`config.mk`:
```
export PLATFORM = sky130hd
export DESIGN_NAME = simon_tone_sequencer
export DESIGN_NICKNAME = d
export VERILOG_FILES = /design/src/rtl/simon_tone_sequencer.sv
export SDC_FILE = /design/constraint.sdc
export NUM_CORES = 1
export LEC_CHECK = 0
export CORE_UTILIZATION = 30
export DETAILED_ROUTE_END_ITERATION = 16
export GPL_TIMING_DRIVEN = 1
export HOLD_SLACK_MARGIN = 0.05
export SYNTH_ARGS = -nofsm -noshare
export SYNTH_HDL_FRONTEND = slang
export SYNTH_SLANG_ARGS = --single-unit
export TNS_END_PERCENT = 5
```
`constraint.sdc`:
```
create_clock -name FPGA_CLK1_50 -period 7.55 [get_ports FPGA_CLK1_50]
set_clock_uncertainty 0.15 [all_clocks]
set_input_delay 1.1325 -clock FPGA_CLK1_50 [delete_from_list [all_inputs] [get_ports FPGA_CLK1_50]]
set_output_delay 1.1325 -clock FPGA_CLK1_50 [all_outputs]
set_load 0.02 [all_outputs]
```
`src/rtl/simon_tone_sequencer.sv`:
```
// simon_tone_sequencer
//
// Purpose:
//   Plays a Simon colour pattern through the tone generator. For each step it
//   drives the tone frequency and lights the matching LED for TONE_CYCLES
//   cycles, then stays silent for GAP_CYCLES cycles. When idle it plays the
//   tone of the lowest-numbered player key held. A frequency of 0 means silence.
//
// Ports:
//   FPGA_CLK1_50       in   1         clock, rising edge
//   reset_n            in   1         asynchronous active-low reset
//   start              in   1         single-cycle request to play the pattern
//   pattern            in   2*MAX_LEN colour codes, step i = pattern[2i+1:2i]
//   length             in   LEN_W     number of steps (clamped to MAX_LEN)
//   key                in   4         player keys, bit i selects colour i
//   desired_frequency  out  32        tone generator frequency, 0 = silent
//   led                out  4         one-hot lit colour, 0 = none
//   busy               out  1         playback in progress
//   done               out  1         one-cycle pulse when playback completes
//
// Colour codes: 0 green, 1 red, 2 yellow, 3 blue.

module simon_tone_sequencer #(
    parameter int CLK_HZ      = 50_000_000,
    parameter int TONE_CYCLES = 20_000_000,
    parameter int GAP_CYCLES  = 5_000_000,
    parameter int MAX_LEN     = 16,
    parameter int FREQ0       = 415,
    parameter int FREQ1       = 310,
    parameter int FREQ2       = 252,
    parameter int FREQ3       = 209,
    localparam int LEN_W      = $clog2(MAX_LEN + 1),
    localparam int IDX_W      = (MAX_LEN > 1) ? $clog2(MAX_LEN) : 1
) (
    input  logic                   FPGA_CLK1_50,
    input  logic                   reset_n,
    input  logic                   start,
    input  logic [2*MAX_LEN-1:0]   pattern,
    input  logic [LEN_W-1:0]       length,
    input  logic [3:0]             key,
    output logic [31:0]            desired_frequency,
    output logic [3:0]             led,
    output logic                   busy,
    output logic                   done
);

    typedef enum logic [1:0] {
        S_IDLE = 2'd0,
        S_TONE = 2'd1,
        S_GAP  = 2'd2
    } state_t;

    localparam logic [31:0] TONE_LAST = 32'(TONE_CYCLES - 1);
    localparam logic [31:0] GAP_LAST  = 32'(GAP_CYCLES - 1);

    state_t                 r_state;
    logic [2*MAX_LEN-1:0]   r_pattern;
    logic [LEN_W-1:0]       r_len;
    logic [IDX_W-1:0]       r_idx;
    logic [31:0]            r_cnt;
    logic [31:0]            r_freq;
    logic [3:0]             r_led;
    logic                   r_busy;
    logic                   r_done;

    logic [1:0]             w_codes [MAX_LEN];
    logic [LEN_W-1:0]       w_clamped_len;
    logic [IDX_W-1:0]       w_next_idx;
    logic                   w_more;
    logic [31:0]            w_key_freq;
    logic [3:0]             w_key_led;

    function automatic logic [31:0] freq_of(input logic [1:0] code);
        case (code)
            2'd0:    freq_of = 32'(FREQ0);
            2'd1:    freq_of = 32'(FREQ1);
            2'd2:    freq_of = 32'(FREQ2);
            default: freq_of = 32'(FREQ3);
        endcase
    endfunction

    function automatic logic [3:0] onehot_of(input logic [1:0] code);
        onehot_of = 4'b0001 << code;
    endfunction

    // Split the latched pattern into per-step colour codes.
    generate
        for (genvar gi = 0; gi < MAX_LEN; gi++) begin : g_codes
            assign w_codes[gi] = r_pattern[2*gi +: 2];
        end
    endgenerate

    assign w_clamped_len = (length > LEN_W'(MAX_LEN)) ? LEN_W'(MAX_LEN) : length;
    assign w_next_idx    = r_idx + 1'b1;
    // Compare in the wider length domain so index+1 cannot wrap.
    assign w_more        = (LEN_W'(r_idx) + LEN_W'(1)) < r_len;

    // Idle key play: the lowest set key bit wins.
    always_comb begin
        w_key_freq = '0;
        w_key_led  = '0;
        if (key[0]) begin
            w_key_freq = freq_of(2'd0);
            w_key_led  = onehot_of(2'd0);
        end else if (key[1]) begin
            w_key_freq = freq_of(2'd1);
            w_key_led  = onehot_of(2'd1);
        end else if (key[2]) begin
            w_key_freq = freq_of(2'd2);
            w_key_led  = onehot_of(2'd2);
        end else if (key[3]) begin
            w_key_freq = freq_of(2'd3);
            w_key_led  = onehot_of(2'd3);
        end
    end

    always_ff @(posedge FPGA_CLK1_50 or negedge reset_n) begin
        if (!reset_n) begin
            r_state   <= S_IDLE;
            r_pattern <= '0;
            r_len     <= '0;
            r_idx     <= '0;
            r_cnt     <= '0;
            r_freq    <= '0;
            r_led     <= '0;
            r_busy    <= 1'b0;
            r_done    <= 1'b0;
        end else begin
            r_done <= 1'b0;
            case (r_state)
                S_IDLE: begin
                    if (start) begin
                        r_pattern <= pattern;
                        r_len     <= w_clamped_len;
                        r_idx     <= '0;
                        r_cnt     <= '0;
                        if (w_clamped_len == '0) begin
                            // Empty pattern: report completion, leave the
                            // outputs exactly as they were.
                            r_done <= 1'b1;
                        end else begin
                            r_state <= S_TONE;
                            r_busy  <= 1'b1;
                            r_freq  <= freq_of(pattern[1:0]);
                            r_led   <= onehot_of(pattern[1:0]);
                        end
                    end else begin
                        r_freq <= w_key_freq;
                        r_led  <= w_key_led;
                    end
                end

                S_TONE: begin
                    if (r_cnt == TONE_LAST) begin
                        r_state <= S_GAP;
                        r_cnt   <= '0;
                        r_freq  <= '0;
                        r_led   <= '0;
                    end else begin
                        r_cnt <= r_cnt + 32'd1;
                    end
                end

                S_GAP: begin
                    if (r_cnt == GAP_LAST) begin
                        r_cnt <= '0;
                        if (w_more) begin
                            r_idx   <= w_next_idx;
                            r_state <= S_TONE;
                            r_freq  <= freq_of(w_codes[w_next_idx]);
                            r_led   <= onehot_of(w_codes[w_next_idx]);
                        end else begin
                            // Outputs stay silent here; key play resumes on
                            // the following edge from IDLE.
                            r_idx   <= '0;
                            r_state <= S_IDLE;
                            r_busy  <= 1'b0;
                            r_done  <= 1'b1;
                        end
                    end else begin
                        r_cnt <= r_cnt + 32'd1;
                    end
                end

                default: begin
                    r_state <= S_IDLE;
                    r_busy  <= 1'b0;
                    r_freq  <= '0;
                    r_led   <= '0;
                end
            endcase
        end
    end

    assign desired_frequency = r_freq;
    assign led               = r_led;
    assign busy              = r_busy;
    assign done              = r_done;

endmodule

```
==> results of run 1 <==
## final cells by class
class | count | area [um^2] | share of cell area (%)
clock buffer | 9 | 225 | 3.72
clock inverter | 7 | 71.3 | 1.18
inverter | 15 | 56.3 | 0.929
multi-input combinational | 409 | 2600 | 43.0
sequential | 89 | 2230 | 36.8
tap | 220 | 275 | 4.54
timing repair buffer | 61 | 601 | 9.91
## worst min-delay path by stage
stage	to	slack, ps	depth (start not counted)
2_1_floorplan	r_len[0]$_DFFE_PN0P_	280	2
5_1_grt	r_pattern[22]$_DFFE_PN0P_	350	2
4_1_cts	r_pattern[7]$_DFFE_PN0P_	330	2
3_5_place_dp	r_len[0]$_DFFE_PN0P_	310	2
6_report	r_pattern[16]$_DFFE_PN0P_	320	2
3_3_place_gp	r_len[0]$_DFFE_PN0P_	320	2
## flip-flops by register name (all words and copies together) (netlist names)
name               flops
r_len                  5
busy                   1
r_pattern             32
r_idx                  4
desired_frequency      8
r_state                2
done                   1
r_cnt                 32
led                    4
## routing by layer
metal,global-route usage [%],share of wire [%],vias up
li1,-,-,1962
met1,18.7,43,2026
met2,25.4,50,132
met4,5.81,1.8,0
met3,2.99,4.7,17
met5,0,0,-
## worst max-delay path, cell delays in order (launching register included)
cell and delay (ps):
dfrtp_1 730, ha_1 280, nand2b_1 120, and2_1 210, inv_1 60, ha_1 290
a21oi_1 150, o21ai_0 130, a31oi_1 230, nand2b_1 300, and3_4 360, mux2_2 350
## metrics by stage
stage	worst slack [ps]	util, %
3_5_place_dp	3980	34.8
5_1_grt	3710	36.5
3_3_place_gp	4010	34.8
2_1_floorplan	4550	-
6_report	4070	36.5
4_1_cts	4040	36.5
## cell usage in the layout, fill, tap and decap left out, types with 5 or more instances in the layout
master,instances
mux2_2,5
o311ai_0,9
clkbuf_16,9
clkdlybuf4s50_1,57
inv_1,15
conb_1,23
a22o_1,7
nand4_1,11
nand2b_1,6
and3_1,8
and2_1,7
ha_1,20
nand3_1,26
nand2_1,127
nand3b_1,7
mux2_4,5
mux4_2,10
nor2_1,15
dfrtp_1,89
nor3_1,5
a21oi_1,17
xor2_1,12
nor4_1,5
a31oi_1,9
o21ai_0,26
a22oi_1,6
## cell families (layout without fill, tap and decap cells)
group / Yosys count / count (layout)
muxes: 20 / 20
adders and majority gates: 20 / 20
DFF: 89 / 89
buffers and inverters: 60 / 92
AOI/OAI and AO/OA: 94 / 94
and+or+nand+nor: 238 / 238
xor gates and xnor gates: 14 / 14
other: 1 / 23
## power by group through the flow
stage,combinational (mW),clock (mW),sequential [mW]
2_1_floorplan,0.0312,0,0.487
3_3_place_gp,0.0573,0,0.488
3_5_place_dp,0.0578,0,0.489
4_1_cts,0.0580,0.459,0.480
5_1_grt,0.0629,0.477,0.480
6_report,0.0573,0.446,0.480
==> impl_metrics.json, run 1 <==
{
  "max-clock-path-buffers": 2,
  "vdd.ir_drop.worst_uv": 119,
  "die_x_um": 133,
  "reg2reg_to": "led[3]$_DFFE_PN0P_",
  "holdWs_ps": 324,
  "cts_max_level": 3,
  "syn_inst": 536,
  "rows": 47,
  "cp.required_ps": 7630,
  "yosys.area.top_type": "dfrtp_1",
  "power_frac_seq_pct": 48.8,
  "p_total_uw": 983,
  "worstSetupEndpoint": "led[3]$_DFFE_PN0P_",
  "synth-compound-area-share_pct": 12.5,
  "p_comb_share_pct": 5.8,
  "grt_pass1_wl_mm": 20.8,
  "vias": 4137,
  "ys_seq_area_share_pct": 43.6,
  "synth.area.mux_share_pct": 6.98,
  "cts_root_buffer": "clkbuf_16",
  "critPathLaunchType": "flop",
  "core_area_mm2": 0.0166,
  "critical_path.startpoint": "r_idx[0]$_DFFE_PN0P_",
  "synth_top_family_by_area": "simple AND/OR/NAND/NOR gates",
  "cts_resized": 0,
  "dpl.cell_count": 794,
  "synthSimpleGateAreaFrac_pct": 22.5,
  "leakagePower_nw": 2.76,
  "status": "finished clean",
  "hold_viol": 0,
  "drt_iter0_markers": 253,
  "reg2reg_depth": 11,
  "switching_power_uw": 224,
  "yosys-top-cells-area": "dfrtp_1, nand2_1, ha_1, mux4_2, buf_4",
  "dr.pass1.iters": 5,
  "r2r_slack_ps": 4070,
  "portBuffers": 58,
  "cts_hold_buf": 0,
  "die_y_um": 133,
  "yosys-top-cells-count": "nand2_1, dfrtp_1, nand3_1, o21ai_0, buf_4",
  "fin_setup_tns_ps": 0,
  "endpoint_kind": "flop",
  "fin_crit_ps": 3480,
  "grt.overflow.total": 0,
  "syn_avg_cell_area_um2": 9.53,
  "fmax_mhz": 287,
  "critPathArrivalTime_ps": 3570,
  "nets": 649,
  "max-slew-margin-rel_pct": 27.0,
  "antenna_found_initial": 0,
  "final.period_utilization_pct": 46.2,
  "cts_tree": "yes",
  "cp_max_fo": 13,
  "fp.dieArea_mm2": 0.0176,
  "async_reset_ff_share_pct": 100,
  "grtUsageTotal_pct": 15.0,
  "ys_types": 61,
  "switching_share_pct": 22.8,
  "synth_top_area_share_pct": 43.6,
  "final_area_mm2": 0.00606,
  "min_from": "r_pattern[16]$_DFFE_PN0P_",
  "synth_ff_type": "dfrtp_1",
  "ys_ff_latch": 89,
  "grt_max_degree": 70,
  "syn2layout_area_growth_pct": 18.6,
  "viasPerCell": 5.11,
  "hold_class": "flop to flop",
  "syn_area_mm2": 0.00511,
  "synth_xor_area_share_pct": 2.40,
  "grt_setup_unrepaired": "false",
  "clk_pin_slew_ps": 70,
  "setup_viol": 0,
  "synth_edf_count": 0,
  "drc": 0,
  "tightest_slew_ps": 1090,
  "routed_wirelength_mm": 12.3,
  "power_density_mw_per_mm2": 162,
  "dp_hpwl_mm": 9.15,
  "clkLatencyLatePin_ps": 340,
  "diodes": 0,
  "r2r_start": "r_idx[0]$_DFFE_PN0P_",
  "synthMostInstantiatedCell": "nand2_1",
  "clock_sinks": 89,
  "layout.cells.non_filler": 810,
  "yosysWarnings": 0,
  "start_util_pct": 30.8,
  "wire_per_inst_um": 15.2,
  "drive_gt1_share_pct": 8.64,
  "first_global_vias": 4119,
  "ant_nets": 0,
  "drv_slew": 0,
  "drv_cap": 0,
  "placed_cell_area_mm2": 0.00576,
  "pwr-share-clk_pct": 45.4,
  "nFillCells": 1663,
  "p_int_uw": 759,
  "synthAdderAreaFrac_pct": 4.90,
  "post_cts_buffers": 0,
  "worst-setup-path-type": "flop to flop",
  "gp_congestion": 0.911,
  "pin_count": 82,
  "cts_buffers": 9
}
(Power assumes the default switching activity.)
==> run 2: changes to the inputs <==
==> constraint.sdc (replaced) <==
create_clock -name FPGA_CLK1_50 -period 2.95 [get_ports FPGA_CLK1_50]
set_clock_uncertainty 0.15 [all_clocks]
set_input_delay 0.4425 -clock FPGA_CLK1_50 [delete_from_list [all_inputs] [get_ports FPGA_CLK1_50]]
set_output_delay 0.4425 -clock FPGA_CLK1_50 [all_outputs]
set_load 0.02 [all_outputs]
==> run 2 against run 1 <==
Net effect: worst setup slack lost 4000 ps; critical path type unchanged; combinational power grew to 2.8 times the previous value; count of clock-buffer cells in the layout increased by 2; core utilization increased by 0.91 points; flip-flop and latch count unchanged; via count about the same; largest cell class unchanged; sequential power rose to 2.6 times the previous value; highest routed layer unchanged; die area unchanged.
==> impl_metrics.json, run 2 (synthesis results as in run 1) <==
{
  "grt_pass1_wl_mm": 21.0,
  "endpoint_kind": "flop",
  "leakagePower_nw": 2.85,
  "drv_cap": 0,
  "fp.dieArea_mm2": 0.0176,
  "cts_root_buffer": "clkbuf_16",
  "wire_per_inst_um": 15.3,
  "grt_max_degree": 51,
  "placed_cell_area_mm2": 0.00587,
  "final.period_utilization_pct": 97.6,
  "worst-setup-path-type": "flop to flop",
  "power_density_mw_per_mm2": 392,
  "antenna_found_initial": 0,
  "routed_wirelength_mm": 12.7,
  "max-clock-path-buffers": 2,
  "final_area_mm2": 0.00621,
  "viasPerCell": 5.01,
  "critPathArrivalTime_ps": 2960,
  "cts_tree": "yes",
  "grt_setup_unrepaired": "true",
  "portBuffers": 58,
  "setup_viol": 0,
  "p_total_mw": 2.43,
  "hold_viol": 0,
  "clk_pin_slew_ps": 60,
  "grt.overflow.total": 0,
  "die_x_um": 133,
  "post_cts_buffers": 0,
  "cts_buffers": 9,
  "critPathLaunchType": "flop",
  "nFillCells": 1658,
  "fin_crit_ps": 2880,
  "ant_nets": 0,
  "drive_gt1_share_pct": 11.2,
  "dr.pass1.iters": 5,
  "holdWs_ps": 328,
  "rows": 47,
  "drt_iter0_markers": 325,
  "start_util_pct": 30.8,
  "vias": 4135,
  "multi_input_area_mm2": 0.00263,
  "vdd.ir_drop.worst_uv": 305,
  "final_util_pct": 37.5,
  "nets": 665,
  "final_cell_mix": "nand2_1, dfrtp_1, clkdlybuf4s50_1",
  "fin_setup_tns_ps": 0,
  "clock_sinks": 89,
  "cp.required_ps": 3030,
  "syn2layout_area_growth_pct": 21.5,
  "tightest_slew_ps": 604,
  "fmax_mhz": 347,
  "clkLatencyLatePin_ps": 350,
  "die_y_um": 133,
  "status": "finished clean",
  "hold_class": "flop to flop",
  "max-slew-margin-rel_pct": 59.4,
  "ff_latch_area_mm2": 0.00223,
  "final_common_cell": "nand2_1",
  "gp_congestion": 0.902,
  "cp_max_fo": 9,
  "diodes": 0,
  "dp_hpwl_mm": 9.30,
  "first_global_vias": 4110,
  "cts_max_level": 3,
  "grtUsageTotal_pct": 15.0,
  "pin_count": 82,
  "drv_slew": 0,
  "core_area_mm2": 0.0166,
  "drc": 0
}
run 2: cell type report:
cell class	count	area share [%]
flip-flops and latches	89	35.9
inverters	15	0.907
repair buffers	76	12.1
well taps	220	4.43
clock inverters	5	0.504
clock buffers	11	3.75
multi-input cells	410	42.4
run 2: critical path: stages (launching register included):
cell,delay (ps)
dfrtp_2,460
ha_4,350
mux4_2,320
mux4_2,550
inv_1,120
ha_1,250
a22oi_1,190
o21ai_0,110
mux2_4,260
run 2: path summary, 6_finish.rpt:
kind | cells past startpoint | from | slack [ps] | endpoint
min in group asynchronous | 2 | reset_n | 470 | r_pattern[14]$_DFFE_PN0P_
setup reg to reg | 8 | r_idx[0]$_DFFE_PN0P_ | 70 | desired_frequency[5]$_DFFE_PN0P_
setup / recovery | 8 | r_idx[0]$_DFFE_PN0P_ | 70 | desired_frequency[5]$_DFFE_PN0P_
hold / removal | 2 | r_pattern[9]$_DFFE_PN0P_ | 330 | r_pattern[9]$_DFFE_PN0P_
max in group asynchronous | 3 | reset_n | 1540 | r_idx[0]$_DFFE_PN0P_
hold reg to reg | 2 | r_pattern[9]$_DFFE_PN0P_ | 330 | r_pattern[9]$_DFFE_PN0P_
run 2: routing by layer:
metal / vias to the layer above / wire, um / share of wire (%) / GRT usage, %
li1: 1985 / - / - / -
met1: 2028 / 5730 / 45 / 19.5
met2: 107 / 6230 / 49 / 25.1
met3: 15 / 507 / 4.0 / 2.45
met4: 0 / 197 / 1.6 / 5.87
met5: - / 0 / 0 / 0
run 2: metrics by stage:
stage | cells | setup slack (ps)
after global routing | 826 | -15.2
after CTS | 824 | 26.6
final | 826 | 70.3
after floorplan | 558 | 11.1
after detailed placement | 807 | -35.9
after global placement | 807 | 35.8
run 2: timing repair:
item / CTS / global route
pin swaps: 0 / 2
cloned: 0 / 2
endpoints found under the hold margin: 39 / 0
resized for setup: 1 / 8
hold buffers: 1 / 0
endpoints found under the setup margin: 3 / 10
run 2: power breakdown:
part	leakage, nW	internal [mW]	total, mW	switching (mW)
clock	0.130	0.570	1.05	0.476
combinational	1.57	0.0774	0.163	0.0857
sequential	1.15	1.22	1.23	0.00294
